<file path="src/rtl/sample_write_arbiter.sv">
// Sole writer of the 48-bit sample FIFO: merges timer samples, laser-change, lost-sample and
// (with HEARTBEAT_EN defined) heartbeat records into one prioritised, registered write stream.
module sample_write_arbiter #(
    parameter int unsigned LOST_WIDTH = 16,
    parameter logic [23:0] HB_PERIOD  = 24'd8000000
) (
    input  logic                  clk,
    input  logic                  reset_n,
    input  logic                  enable,
    input  logic                  timer_rdy,
    input  logic [43:0]           timer_data,
    input  logic [3:0]            laser_en,
    input  logic                  fifo_afull,
    output logic                  fifo_wrreq,
    output logic [47:0]           fifo_data,
    output logic                  sample_written,
    output logic [LOST_WIDTH-1:0] lost_count
);

    localparam logic [3:0] TypeLaser = 4'h1;
    localparam logic [3:0] TypeLost  = 4'h2;
    localparam logic [3:0] TypeHb    = 4'h3;

    logic                  wrreq_q, wrreq_d;
    logic [47:0]           data_q, data_d;
    logic                  sw_q, sw_d;
    logic [LOST_WIDTH-1:0] lost_q, lost_d;
    logic [3:0]            last_laser_q, last_laser_d;
    logic                  laser_pend_q, laser_pend_d;
    logic                  hb_pend;
    logic [35:0]           hb_seq;

    logic sel_timer, sel_lost, sel_laser, sel_hb, drop, ctrl_ok;
    logic [35:0] lost_ext;

    assign lost_ext = 36'(lost_q);

    // Control records only go out when the timer is idle and the FIFO has room.
    always_comb begin
        drop      = timer_rdy & fifo_afull;
        sel_timer = timer_rdy & ~fifo_afull;
        ctrl_ok   = ~timer_rdy & ~fifo_afull;
        sel_lost  = ctrl_ok & (lost_q != '0);
        sel_laser = ctrl_ok & ~sel_lost & enable & laser_pend_q;
        sel_hb    = ctrl_ok & ~sel_lost & ~laser_pend_q & enable & hb_pend;
    end

    always_comb begin
        wrreq_d = 1'b0;
        sw_d    = 1'b0;
        data_d  = data_q;
        if (sel_timer) begin
            wrreq_d = 1'b1;
            sw_d    = 1'b1;
            data_d  = {laser_en, timer_data};
        end else if (sel_lost) begin
            wrreq_d = 1'b1;
            data_d  = {laser_en, 4'h0, TypeLost, lost_ext};
        end else if (sel_laser) begin
            wrreq_d = 1'b1;
            data_d  = {laser_en, 4'h0, TypeLaser, 28'b0, last_laser_q, laser_en};
        end else if (sel_hb) begin
            wrreq_d = 1'b1;
            data_d  = {laser_en, 4'h0, TypeHb, hb_seq};
        end
    end

    always_comb begin
        lost_d = lost_q;
        if (drop) begin
            if (lost_q != '1) begin
                lost_d = lost_q + LOST_WIDTH'(1);
            end
        end else if (sel_lost) begin
            lost_d = '0;
        end
    end

    // Laser changes coalesce until issued; while disabled the reference just follows laser_en.
    always_comb begin
        last_laser_d = last_laser_q;
        laser_pend_d = laser_pend_q;
        if (!enable) begin
            last_laser_d = laser_en;
            laser_pend_d = 1'b0;
        end else if (sel_laser) begin
            last_laser_d = laser_en;
            laser_pend_d = 1'b0;
        end else if (laser_en != last_laser_q) begin
            laser_pend_d = 1'b1;
        end
    end

    always_ff @(posedge clk or negedge reset_n) begin
        if (!reset_n) begin
            wrreq_q      <= 1'b0;
            data_q       <= '0;
            sw_q         <= 1'b0;
            lost_q       <= '0;
            last_laser_q <= '0;
            laser_pend_q <= 1'b0;
        end else begin
            wrreq_q      <= wrreq_d;
            data_q       <= data_d;
            sw_q         <= sw_d;
            lost_q       <= lost_d;
            last_laser_q <= last_laser_d;
            laser_pend_q <= laser_pend_d;
        end
    end

`ifdef HEARTBEAT_EN
    logic [23:0] hb_cnt_q;
    logic        hb_pend_q;
    logic [35:0] hb_seq_q;

    assign hb_pend = hb_pend_q;
    assign hb_seq  = hb_seq_q;

    // Terminal count while already pending is absorbed; issuing clears the flag.
    always_ff @(posedge clk or negedge reset_n) begin
        if (!reset_n) begin
            hb_cnt_q  <= '0;
            hb_pend_q <= 1'b0;
            hb_seq_q  <= '0;
        end else if (!enable) begin
            hb_cnt_q  <= '0;
            hb_pend_q <= 1'b0;
        end else begin
            if (hb_cnt_q == HB_PERIOD - 24'd1) begin
                hb_cnt_q  <= '0;
                hb_pend_q <= 1'b1;
            end else begin
                hb_cnt_q <= hb_cnt_q + 24'd1;
            end
            if (sel_hb) begin
                hb_pend_q <= 1'b0;
                hb_seq_q  <= hb_seq_q + 36'd1;
            end
        end
    end
`else
    assign hb_pend = 1'b0;
    assign hb_seq  = '0;
`endif

    assign fifo_wrreq     = wrreq_q;
    assign fifo_data      = data_q;
    assign sample_written = sw_q;
    assign lost_count     = lost_q;

endmodule

</file>
<file path="config.mk">
export PLATFORM = sky130hd
export DESIGN_NAME = sample_write_arbiter
export DESIGN_NICKNAME = d
export VERILOG_FILES = /design/src/rtl/sample_write_arbiter.sv
export SDC_FILE = /design/constraint.sdc
export NUM_CORES = 1
export LEC_CHECK = 0
export CORE_MARGIN = 8
export CORE_UTILIZATION = 45
export CTS_CLUSTER_SIZE = 24
export DETAILED_ROUTE_END_ITERATION = 12
export HOLD_SLACK_MARGIN = 0.03
export PLACE_DENSITY = 0.77
export SETUP_SLACK_MARGIN = 0.05
export SLEW_MARGIN = 10
export SYNTH_ARGS = -nofsm -noshare
export SYNTH_HDL_FRONTEND = slang
export SYNTH_SLANG_ARGS = --single-unit
</file>
<file path="constraint.sdc">
create_clock -name clk -period 3.5 [get_ports clk]
set_input_delay 0.35 -clock clk [delete_from_list [all_inputs] [get_ports clk]]
set_output_delay 0.35 -clock clk [all_outputs]
set_load 0.1 [all_outputs]
</file>
Word-level counts from Yosys, hierarchy flattened
Cells that the tools add are included.
Storage, ports and cells
  logic and storage cells: 41
  output and inout bits: 66
  flip-flop bits (word level): 71
  input port bits: 53
Operators by class
  mux-type cells: 15
  eq/ne operators: 5
  add/subtract/negate cells: 1
  reductions and logical operators: 4
  bitwise logic cells: 10
Operators by type and width (number)
  $mux W48: 3
  $mux W16: 3
  $add A16 B1 Y16 const B: 1
  $ne A16 B16 Y1 const B: 1
  $reduce_bool A16 Y1: 1
  $mux W4: 2
  $and A1 B1 Y1: 7
  $mux W1: 7
  $ne A2 B1 Y1 const B: 2
  $ne A4 B4 Y1: 1
  $ne A3 B1 Y1 const B: 1
  $not A1 Y1: 3
  $reduce_bool A3 Y1: 1
  $reduce_and A2 Y1: 1
  $reduce_bool A2 Y1: 1

Depth between registers and ports, before layout
Gate-level depths: netlist of run 1.
  word-level depth: 10
  gate-level depth with buffers: 9

Worst setup path after synthesis of run 1
No wires, ideal clock.
  path type: flip-flop to flip-flop
  start: reg lost_q[0], in the netlist lost_count[0]
  end: reg data_q[44], in the netlist fifo_data[44]
  stages on the path, launching flop included: 9
  path slack: 0.518 ns
  path buffers: 2
  data arrival time: 2.854 ns
  required time: 3.372 ns
  cells stage by stage: dfrtp_1 > inv_1 > ha_1 > or4b_1 > or4_1 > buf_2 > o21bai_4 > buf_6 > mux2_1
On the way
  cells in the longest elaborated chain, start to end: 7
  elaborated cells between the ends (all ways): 9
  those cells by class: mux: 2; bitwise: 5; reduce/logical: 2
RTL lines
  start: declaration: line 27  | logic [LOST_WIDTH-1:0] lost_q, lost_d;
  start signal: assignment: line 106  | lost_q <= lost_d;
  $reduce_bool A16 Y1 *: line 43  | sel_lost = ctrl_ok & (lost_q != '0);
  $and A1 B1 Y1 *: line 43
  $not A1 Y1
  $and A1 B1 Y1
  $and A1 B1 Y1 (2 in series): line 44  | sel_laser = ctrl_ok & ~sel_lost & enable & laser_pend_q;
  $reduce_bool A3 Y1 (no line)
  end signal: assignment: line 104  | data_q <= data_d;
  end: declaration: line 25  | logic [47:0] data_q, data_d;
Every way passes the cells marked *; elsewhere a longest branch is shown, timed or not.
A chain may end at the register's enable or synchronous reset.

Worst setup path in the final report of run 1
  start: reg lost_q[0], in the netlist lost_count[0]
  end: reg last_laser_q[1]
On the way
  cells in the longest elaborated chain, start to end: 7
RTL lines
  $reduce_bool A16 Y1: line 43
  $and A1 B1 Y1: line 43
  $not A1 Y1
  $and A1 B1 Y1
  $and A1 B1 Y1 (2 in series): line 44
  $ne A2 B1 Y1 (no line)
  end signal: assignment: line 107  | last_laser_q <= last_laser_d;
  end: declaration: line 28  | logic [3:0] last_laser_q, last_laser_d;
No other way between the ends.

==> key figures, run 1 <==
Status
  • Status: completed

Cells and area
  • # diodes: 0
  • Final-stage net count: 467
  • Area growth from synthesis to layout: 44.2%
  • Cell area after layout: 0.00475 mm²
  • Filler cells: 544
  • Layout cell share with drive strength beyond 1: approximately 8.6%

Worst setup path
  • CP max FO: 18
  • Critical Path AT: 2990 ps
  • Type of the worst setup path: register to register
  • Worst Setup Start Kind: register
  • CP Capture Type: register
  • Crit path required time: 3740 ps

Timing
  • Final hold vios: 0
  • Fin crit share: 78.8%
  • Endpoints failing setup: 0
  • Slew @ Worst Pin: 1070 ps
  • Hold Slack: 194 ps
  • Clock Skews: 8.28 ps
  • Slew headroom: 28.4%
  • Min Tclk post-route: 2760 ps
  • RSZ-0062 raised after global routing: no
  • Fin Setup TNS: 0 ps
  • F_max: approximately 360 MHz
  • Max Slew Vio Count: 0

Run
  • Max Cap Violations: 0

Synthesis
  • Post-synth EDFFs: 0
  • Syn Nets: around 350
  • Post-synthesis register bit count: 71
  • Syn avg cell area: 11.3 µm²
  • Area fraction of the dominant cell type after synthesis: 54.0%
  • Syn Inst Count: 292
  • Sequential area share after synthesis: 54.0%
  • Cell Area, Synth: 0.00329 mm²
  • Main synth FF type: dfrtp_1
  • Synth area leaders: dfrtp_1, a22o_1, or4_1, a221o_1, o31ai_1
  • Synth unique cells: 50
  • YS warnings: 0
  • Post-synth ARST share: 100%
  • Top cells by count, synth: dfrtp_1, a22o_1, nor3_1, a21oi_1, or4_1
  • Yosys top cell by area: dfrtp_1
  • Most frequent cell after synthesis: dfrtp_1

Die
  • Core area: 0.00718 mm²
  • Row count: 31
  • Initial Util: 45.9%
  • Io pins: ~120
  • Die area: a little over 0.01 mm²
  • Die width: ~100 µm
  • Die H: 102 µm

Pwr
  • Maximum VDD drop: 0.000473 V
  • Sequential power share: 30.7%
  • Switch share: 51.5%
  • P per Cell Area: ~730 mW/mm²
  • Pint: around 0.0017 W
  • Gate power share: between 50% and 60%
  • Leakage power total: 1.99 nW
  • Clk pwr share: 17.7%
  • Net load switching power: 0.00179 W

GRT
  • GR Overflow Total: 0
  • Initial antenna violation count: 0
  • Largest net degree at the start of global routing: 49
  • GRT Total Usage: about 20%
  • Global-route wire length before repair: 16200 µm
  • Number of global-route vias before repair: 3067

Routing
  • Final ANT Viol Nets: 0
  • Vias/cell: 5.76
  • Routed wire length: 9910 µm
  • Drt first pass iters: 4
  • Initial DRC Count: between 100 and 150
  • Vias: 2971
  • DRC: 0
  • DR WL/cell: 19.2 µm

CTS
  • Deepest clock path buffer count: 2
  • CTS tree: built
  • Post-CTS Setup Bufs: 0
  • H-tree Lvls: 3
  • CTS buffer count: 9
  • Clk_lat worst skew: around 350 ps
  • Worst-path clk slew: 80 ps
  • # clock sinks: 71
  • CTS Hold Buffers Added: 0
  • Clock Tree Root: clkbuf_8
  • Resize count post-CTS: 0

Place
  • DP Area: 0.00456 mm²
  • Port bufs: ~120
  • Post-DP HPWL: 7240 µm
  • Routability Congestion: about 0.87

Min path
  • HP Class: primary input to asynchronous set/reset pin
## power groups by stage
| stage | Sequential [W] | Combinational, W | Clock, W |
|---|---|---|---|
| after global routing | 0.00108 | 0.00186 | 0.000674 |
| after floorplan | 0.00204 | 0.000345 | 0 |
| after global placement | 0.00107 | 0.00178 | 0 |
| after CTS | 0.00106 | 0.00180 | 0.000637 |
| after detailed placement | 0.00107 | 0.00180 | 0 |
| final | 0.00107 | 0.00179 | 0.000613 |
## final cells by class
| cell class | instances | area, µm² | share of cell area [%] |
|---|---|---|---|
| clock buffers | 9 | 124 | 2.61 |
| well taps | 99 | 124 | 2.61 |
| clock inverters | 7 | 61.3 | 1.29 |
| inverters | 11 | 41.3 | 0.870 |
| multi-input cells | 194 | 1390 | 29.3 |
| repair buffers | 125 | 1230 | 25.9 |
| flip-flops and latches | 71 | 1780 | 37.4 |
## cells in the final DEF, fill, tap and decap left out, drive strengths merged, types with 4 or more instances in the layout
| cell | synthesis | final |
|---|---|---|
| a211oi | 6 | 6 |
| a21oi | 12 | 12 |
| a221o | 8 | 8 |
| a22o | 26 | 26 |
| a2bb2oi | 6 | 6 |
| and3 | 10 | 10 |
| buf | 8 | 8 |
| clkbuf | 8 | 9 |
| clkdlybuf4s50 | 0 | 117 |
| dfrtp | 71 | 71 |
| inv | 11 | 15 |
| mux2 | 8 | 8 |
| nand2 | 8 | 8 |
| nand3 | 7 | 7 |
| nand4 | 5 | 5 |
| nor2 | 10 | 10 |
| nor3 | 14 | 14 |
| nor4 | 4 | 4 |
| o211ai | 4 | 4 |
| o21ai | 9 | 9 |
| o31ai | 10 | 10 |
| or3 | 6 | 6 |
| or4 | 13 | 13 |
## per-layer routing
| layer | part of all wire [%] | GRT usage [%] | vias to the layer above |
|---|---|---|---|
| li1 | - | - | 1385 |
| met1 | 45 | 26.8 | 1431 |
| met2 | 44 | 28.9 | 137 |
| met3 | 9.4 | 7.01 | 18 |
| met4 | 1.8 | 7.79 | 0 |
| met5 | 0 | 0 | - |
## per-stage QoR
stage	worst slack, ps	std cells	power (W)	util [%]
after floorplan	518	292	0.00239	-
after global placement	816	500	0.00285	63.6
after detailed placement	750	500	0.00287	63.6
after CTS	735	516	0.00350	66.2
after global routing	623	516	0.00362	66.2
final	742	516	0.00347	66.2
## worst paths after layout
kind | depth (start not counted) | slack, ps | from | to
worst max-delay path | 7 | 740 | lost_count[0] | last_laser_q[1]
worst min register to register | 1 | 490 | fifo_data[45] | fifo_data[45]
worst min-delay path | 1 | 190 | reset_n | fifo_data[17]
min in group clk | 1 | 490 | fifo_data[45] | fifo_data[45]
max in group asynchronous | 2 | 2390 | reset_n | lost_count[12]
worst max register to register | 7 | 740 | lost_count[0] | last_laser_q[1]
## logic make-up after synthesis
| kind of cell | after synthesis | synth area share [%] |
|---|---|---|
| AOI/OAI and AO/OA | 92 | 21.9 |
| and+or+nand+nor | 87 | 15.5 |
| DFF | 71 | 54.0 |
| buffers and inverters | 27 | 3.72 |
| muxes | 9 | 3.04 |
| xor gates and xnor gates | 4 | 1.06 |
| adders and majority gates | 2 | 0.760 |
## critical path: stages, from the launching register on
cell,delay [ps]
dfrtp_1,430
inv_1,110
ha_1,150
or4b_1,470
or4_1,610
buf_4,230
o21ai_2,270
mux2_2,380
## sequential cells by signal (all words and copies together) (netlist names)
| name | cells |
|---|---|
| laser_pend_q | 1 |
| last_laser_q | 4 |
| fifo_wrreq | 1 |
| fifo_data | 48 |
| sample_written | 1 |
| lost_count | 16 |
No activity file was read; power rests on OpenSTA's default activity.
==> run 2: changes to the inputs <==
==> constraint.sdc (replaced) <==
create_clock -name clk -period 2.87 [get_ports clk]
set_input_delay 0.287 -clock clk [delete_from_list [all_inputs] [get_ports clk]]
set_output_delay 0.287 -clock clk [all_outputs]
set_load 0.1 [all_outputs]
==> run 2 against run 1 <==
Net effect:
- power grew 20%
- critical path depth did not move
- first-iteration DRC count is 5.5% higher
- cell count is 3.1% higher
- worst hold slack gained 230 ps
- clock skew rose by 3.6 ps
- sequential power rose by 21%
- sequential cell count stayed put
- fmax increased by 0.82%
- clock-buffer cell count unchanged
- largest power group unchanged
==> key figures, run 2 (synthesis gave the netlist of run 1 again) <==
Status
  • Status: completed

Cells and area
  • Commonest non-fill, non-tap cell in the layout: buf_4
  • Max reg flops: 48 (unchanged)
  • Cell area after layout: 0.00470 mm² (-1.0%)
  • Area growth from synthesis to layout: 42.8%
  • Layout cell share with drive strength beyond 1: 28.4% (+20 points)
  • Multi-input gate area: 0.00139 mm² (unchanged)
  • Commonest cells after routing, fill and taps aside: buf_4, dfrtp_1, clkdlybuf4s50_1
  • Filler cells: 564 (+3.7%)
  • Non-filler cells, final: 532 (+3.1%)
  • # diodes: 0 (unchanged)
  • Final-stage net count: 483 (+3.4%)
  • FF+latch area: 0.00178 mm² (+0.42%)

Die
  • Row count: 31 (unchanged)
  • Die area: 0.0103 mm² (unchanged)
  • Io pins: 119 (unchanged)
  • Die width: 102 µm (unchanged)
  • Core area: 0.00718 mm² (unchanged)
  • Die H: 102 µm (unchanged)
  • Initial Util: 45.9% (unchanged)

Worst setup path
  • Reg-to-reg setup timing slack: 130 ps (-610 ps)
  • Slowest CP cell: or4_1
  • Worst path max stage delay: 660 ps (+50 ps)
  • Type of the worst setup path: register to register
  • RR Startpoint: lost_count[0]
  • Worst Setup Start Kind: register
  • Setup crit start: lost_count[0]
  • CP Capture Type: register
  • R2R cell count: 7 (unchanged)
  • CP max FO: 24 (+6)
  • Crit path required time: 3140 ps (-600 ps)
  • Reg-to-reg endpoint: fifo_data[12]
  • Critical Path AT: 3000 ps (about the same)
  • CP cell instances: inv_1, ha_1, or4b_1, or4_1, o21bai_4, buf_4, a221o_1

Place
  • Post-DP HPWL: 7780 µm (+7.5%)
  • DP Area: 0.00452 mm² (-0.99%)
  • Port bufs: 118 (unchanged)
  • DP Cell Count: 515 (+3.0%)
  • Routability Congestion: 0.877 (+0.19%)

Timing
  • Fin crit share: 95.3% (+17 points)
  • Min Tclk post-route: 2740 ps (-22.4 ps)
  • F_max: 366 MHz (+0.82%)
  • Slew headroom: 53.3% (+25 points)
  • Final hold vios: 0 (unchanged)
  • Fin Setup TNS: 0 ps (unchanged)
  • RSZ-0062 raised after global routing: no
  • Clock Skews: 11.9 ps (+3.65 ps)
  • Slew @ Worst Pin: 694 ps (-380 ps)
  • Max Slew Vio Count: 0 (unchanged)
  • Endpoints failing setup: 0 (unchanged)

CTS
  • CTS tree: built
  • Worst-path clk slew: 90 ps (about the same)
  • CTS buffer count: 9 (unchanged)
  • Clk_lat worst skew: 340 ps (about the same)
  • H-tree Lvls: 3 (unchanged)
  • Post-CTS Setup Bufs: 0 (unchanged)
  • # clock sinks: 71 (unchanged)
  • Resize count post-CTS: 0 (unchanged)
  • CTS Hold Buffers Added: 1 (+1)
  • Clock Tree Root: clkbuf_8
  • Deepest clock path buffer count: 2 (unchanged)

Pwr
  • P per Cell Area: 883 mW/mm² (+21%)
  • Leakage power total: 2.15 nW (+8.4%)
  • Maximum VDD drop: 0.000579 V (+23%)
  • Pwr Total: 0.00415 W (+20%)

Routing
  • Vias: 3072 (+3.4%)
  • Drt first pass iters: 4 (unchanged)
  • Initial DRC Count: 153 (+5.5%)
  • Final ANT Viol Nets: 0 (unchanged)
  • Routed wire length: 10300 µm (+3.7%)
  • DR WL/cell: 19.3 µm (+0.63%)
  • DRC: 0 (unchanged)
  • Vias/cell: 5.77 (+0.29%)

GRT
  • Global-route wire length before repair: 16500 µm (+1.5%)
  • Number of global-route vias before repair: 3147 (+2.6%)
  • Largest net degree at the start of global routing: 38 (-22%)
  • GRT Total Usage: 20.3% (+0.28 points)
  • GR Overflow Total: 0 (unchanged)
  • Initial antenna violation count: 0 (unchanged)

Min path
  • HP Class: primary input to asynchronous set/reset pin

Run
  • Max Cap Violations: 0 (unchanged)
==> run 2: cell count changes in the layout (fill, tap and decap cells not counted) <==
cell             change
dlygate4sd3_1        +1
dfrtp_1              -6
inv_6                -2
buf_4               +81
clkdlybuf4s50_1     -66
inv_8                -1
clkinv_2             +3
dfrtp_2              +6
==> run 2: worst max-delay path by stage <==
stage	slack (ps)	end
finish	130	fifo_data[12]
global route	50	fifo_data[12]
CTS	140	fifo_data[12]
detailed placement	140	fifo_data[12]
global placement	260	fifo_data[12]
floorplan	70	fifo_data[44]
==> run 2: critical path: cells and delay by family (launching register included) <==
| kind | cells | cell delay (ps) |
|---|---|---|
| AO/OA/AOI/OAI | 2 | 480 |
| adder cells (fa/ha/maj) | 1 | 170 |
| buffers and inverters | 2 | 440 |
| flip-flops | 1 | 430 |
| AND/OR/NAND/NOR | 2 | 1140 |
==> run 2: layout make-up <==
type | instances | share of cell area (%)
clock buffer | 9 | 2.64
clock inverter | 7 | 1.01
timing repair buffer | 141 | 25.2
inverter | 11 | 0.879
multi-input combinational | 194 | 29.6
sequential | 71 | 38.0
tap | 99 | 2.64
==> run 2: metrics by stage <==
stage	setup WS [ps]	hold WS (ps)	utilization [%]
2_1_floorplan	69.4	-8.59	-
3_3_place_gp	261	251	63.0
3_5_place_dp	144	263	63.0
4_1_cts	141	428	65.5
5_1_grt	51.1	455	65.5
6_report	135	427	65.5
==> run 2: report_power, final <==
part / internal (W) / total [W] / switching (W)
clock: 0.000313 / 0.000700 / 0.000387
combinational: 0.000511 / 0.00215 / 0.00164
sequential: 0.00117 / 0.00130 / 0.000130
==> run 2: layer usage <==
layer	part of all wire [%]	wire length [µm]	GRT usage [%]	vias to the layer above
met5	0	0	0	-
met4	1.4	139	8.25	0
met3	10	1050	6.80	12
met2	46	4720	30.5	140
met1	43	4370	26.2	1500
li1	-	-	-	1420
==> run 3: changes to the inputs <==
==> constraint.sdc (replaced) <==
create_clock -name clk -period 2.9 [get_ports clk]
set_input_delay 0.29 -clock clk [delete_from_list [all_inputs] [get_ports clk]]
set_output_delay 0.29 -clock clk [all_outputs]
set_load 0.1 [all_outputs]
==> run 3 against run 2 <==
Net effect:
- clock power increased by 28%
- critical endpoint is now fifo_data[14]
- largest power group unchanged
- non-clock buffer count grew 2
- wire length fell by 0.78%
- core utilization is 0.96 points higher
- register-to-register slack improved by 80 ps
- clock-buffer cell count unchanged
- combinational power about the same
- largest cell class unchanged
- global-route usage about the same
- sequential cell count unchanged
- fmax grew 1.7%
- cell count up 0.38%
==> key figures, run 3 (synthesis gave the netlist of run 1 again) <==
Status
  • Status: completed

Timing
  • Slew @ Worst Pin: 801 ps (+107 ps)
  • Slew headroom: 46.1% (-7.2 points)
  • Fin crit share: 92.8% (-2.5 points)
  • Min Tclk post-route: 2690 ps (-45.0 ps)
  • Max Slew Vio Count: 0 (unchanged)
  • Fin Setup TNS: 0 ps (unchanged)
  • Worst setup slack after layout: 210 ps (+75.0 ps)
  • Final hold vios: 0 (unchanged)
  • Endpoints failing setup: 0 (unchanged)
  • F_max: 372 MHz (+1.7%)
  • Clock Skews: 15.5 ps (+3.55 ps)
  • RSZ-0062 raised after global routing: no

Die
  • Io pins: 119 (unchanged)
  • Initial Util: 45.9% (unchanged)
  • Row count: 31 (unchanged)
  • Die area: 0.0103 mm² (unchanged)
  • Die H: 102 µm (unchanged)
  • Die width: 102 µm (unchanged)
  • Core area: 0.00718 mm² (unchanged)

Routing
  • Final ANT Viol Nets: 0 (unchanged)
  • Vias/cell: 5.72 (-0.86%)
  • Initial DRC Count: 256 (+67%)
  • Drt first pass iters: 4 (unchanged)
  • Routed wire length: 10200 µm (-0.78%)
  • DRC: 0 (unchanged)
  • DR WL/cell: 19.1 µm (-1.2%)
  • Vias: 3057 (-0.49%)

CTS
  • Clock Tree Root: clkbuf_8
  • # clock sinks: 71 (unchanged)
  • H-tree Lvls: 3 (unchanged)
  • Post-CTS Setup Bufs: 0 (unchanged)
  • CTS Hold Buffers Added: 1 (unchanged)
  • CTS tree: built
  • Deepest clock path buffer count: 2 (unchanged)
  • Clk_lat worst skew: 350 ps (about the same)
  • Worst-path clk slew: 90 ps (about the same)
  • CTS buffer count: 9 (unchanged)
  • Resize count post-CTS: 0 (unchanged)

Cells and area
  • Commonest cells after routing, fill and taps aside: buf_4, dfrtp_1, clkdlybuf4s50_1
  • Final-stage net count: 485 (+0.41%)
  • Max reg flops: 48 (unchanged)
  • Multi-input gate area: 0.00139 mm² (unchanged)
  • Area growth from synthesis to layout: 44.8%
  • # diodes: 0 (unchanged)
  • Filler cells: 580 (+2.8%)
  • Layout cell share with drive strength beyond 1: 28.0% (-0.36 points)
  • Non-filler cells, final: 534 (+0.38%)
  • Commonest non-fill, non-tap cell in the layout: buf_4
  • FF+latch area: 0.00178 mm² (-0.21%)

Pwr
  • P per Cell Area: 905 mW/mm² (+2.5%)
  • Maximum VDD drop: 0.000664 V (+15%)
  • Pwr Total: 0.00432 W (+4.0%)
  • Leakage power total: 2.20 nW (+2.0%)

GRT
  • GR Overflow Total: 0 (unchanged)
  • Largest net degree at the start of global routing: 38 (unchanged)
  • Initial antenna violation count: 0 (unchanged)
  • Number of global-route vias before repair: 3073 (-2.4%)
  • GRT Total Usage: 20.3% (-0.047 points)
  • Global-route wire length before repair: 16300 µm (-0.84%)

Worst setup path
  • Slowest CP cell: or4_1
  • CP max FO: 24 (unchanged)
  • Family with the most delay on the worst path: simple AND/OR/NAND/NOR gates
  • CP cell instances: inv_1, ha_1, or4b_1, or4_1, o21bai_4, buf_4, a221o_1
  • Worst path max stage delay: 650 ps (about the same)
  • Crit path required time: 3180 ps (+40 ps)
  • Worst Setup Start Kind: register
  • CP Capture Type: register
  • Reg-to-reg setup timing slack: 210 ps (+80 ps)
  • Type of the worst setup path: register to register
  • Critical Path AT: 2970 ps (-30 ps)
  • CP bufs+invs: 2 (unchanged)

Place
  • Routability Congestion: 0.891 (+1.6%)
  • Post-DP HPWL: 7720 µm (-0.79%)
  • Pre-CTS WS: 220 ps (+76.2 ps)
  • DP Cell Count: 517 (+0.39%)
  • Port bufs: 118 (unchanged)

Run
  • Max Cap Violations: 0 (unchanged)

Min path
  • HP Class: primary input to asynchronous set/reset pin
-- run 3: cell types whose count changed in the layout (fill, tap and decap cells not counted) --
cell,before,now
clkinv_2,3,0
dfrtp_1,65,68
dfrtp_2,6,3
buf_4,88,90
bufinv_16,0,2
clkinv_4,1,2
clkinvlp_4,2,1
inv_8,0,1
-- run 3: worst paths after layout --
| kind | end | depth (start not counted) | start |
|---|---|---|---|
| max | fifo_data[14] | 7 | lost_count[0] |
| min | fifo_data[37] | 2 | reset_n |
| max reg2reg | fifo_data[14] | 7 | lost_count[0] |
| min reg2reg | fifo_data[46] | 1 | fifo_data[46] |
| max in group asynchronous | fifo_data[16] | 3 | reset_n |
| min in group clk | fifo_data[37] | 3 | timer_data[37] |
-- run 3: routing by layer --
| layer | up-vias | routed length [µm] | GRT usage [%] |
|---|---|---|---|
| met5 | - | 0 | 0 |
| met4 | 0 | 137 | 8.48 |
| met3 | 12 | 932 | 5.91 |
| met2 | 133 | 4600 | 30.3 |
| met1 | 1491 | 4520 | 26.7 |
| li1 | 1421 | - | - |
-- run 3: power breakdown --
part	leakage (nW)	total, W	switching [W]	internal (W)
clock	0.112	0.000897	0.000402	0.000496
combinational	1.18	0.00214	0.00163	0.000512
sequential	0.900	0.00128	0.000120	0.00116
total	2.20	0.00432	0.00215	0.00217
-- run 3: per-stage QoR --
stage	util (%)	hold slack, ps	instance area (µm²)
final	66.5	455	4770
after global routing	66.5	511	4770
after CTS	66.5	472	4770
after detailed placement	63.1	310	4530
after global placement	63.1	303	4530
after floorplan	-	-5.59	3300
-- run 3: layout make-up --
cell class | count | area share (%)
clock buffer | 9 | 2.60
clock inverter | 7 | 2.20
inverter | 11 | 0.866
multi-input combinational | 194 | 29.2
sequential | 71 | 37.3
tap | 99 | 2.60
timing repair buffer | 143 | 25.2
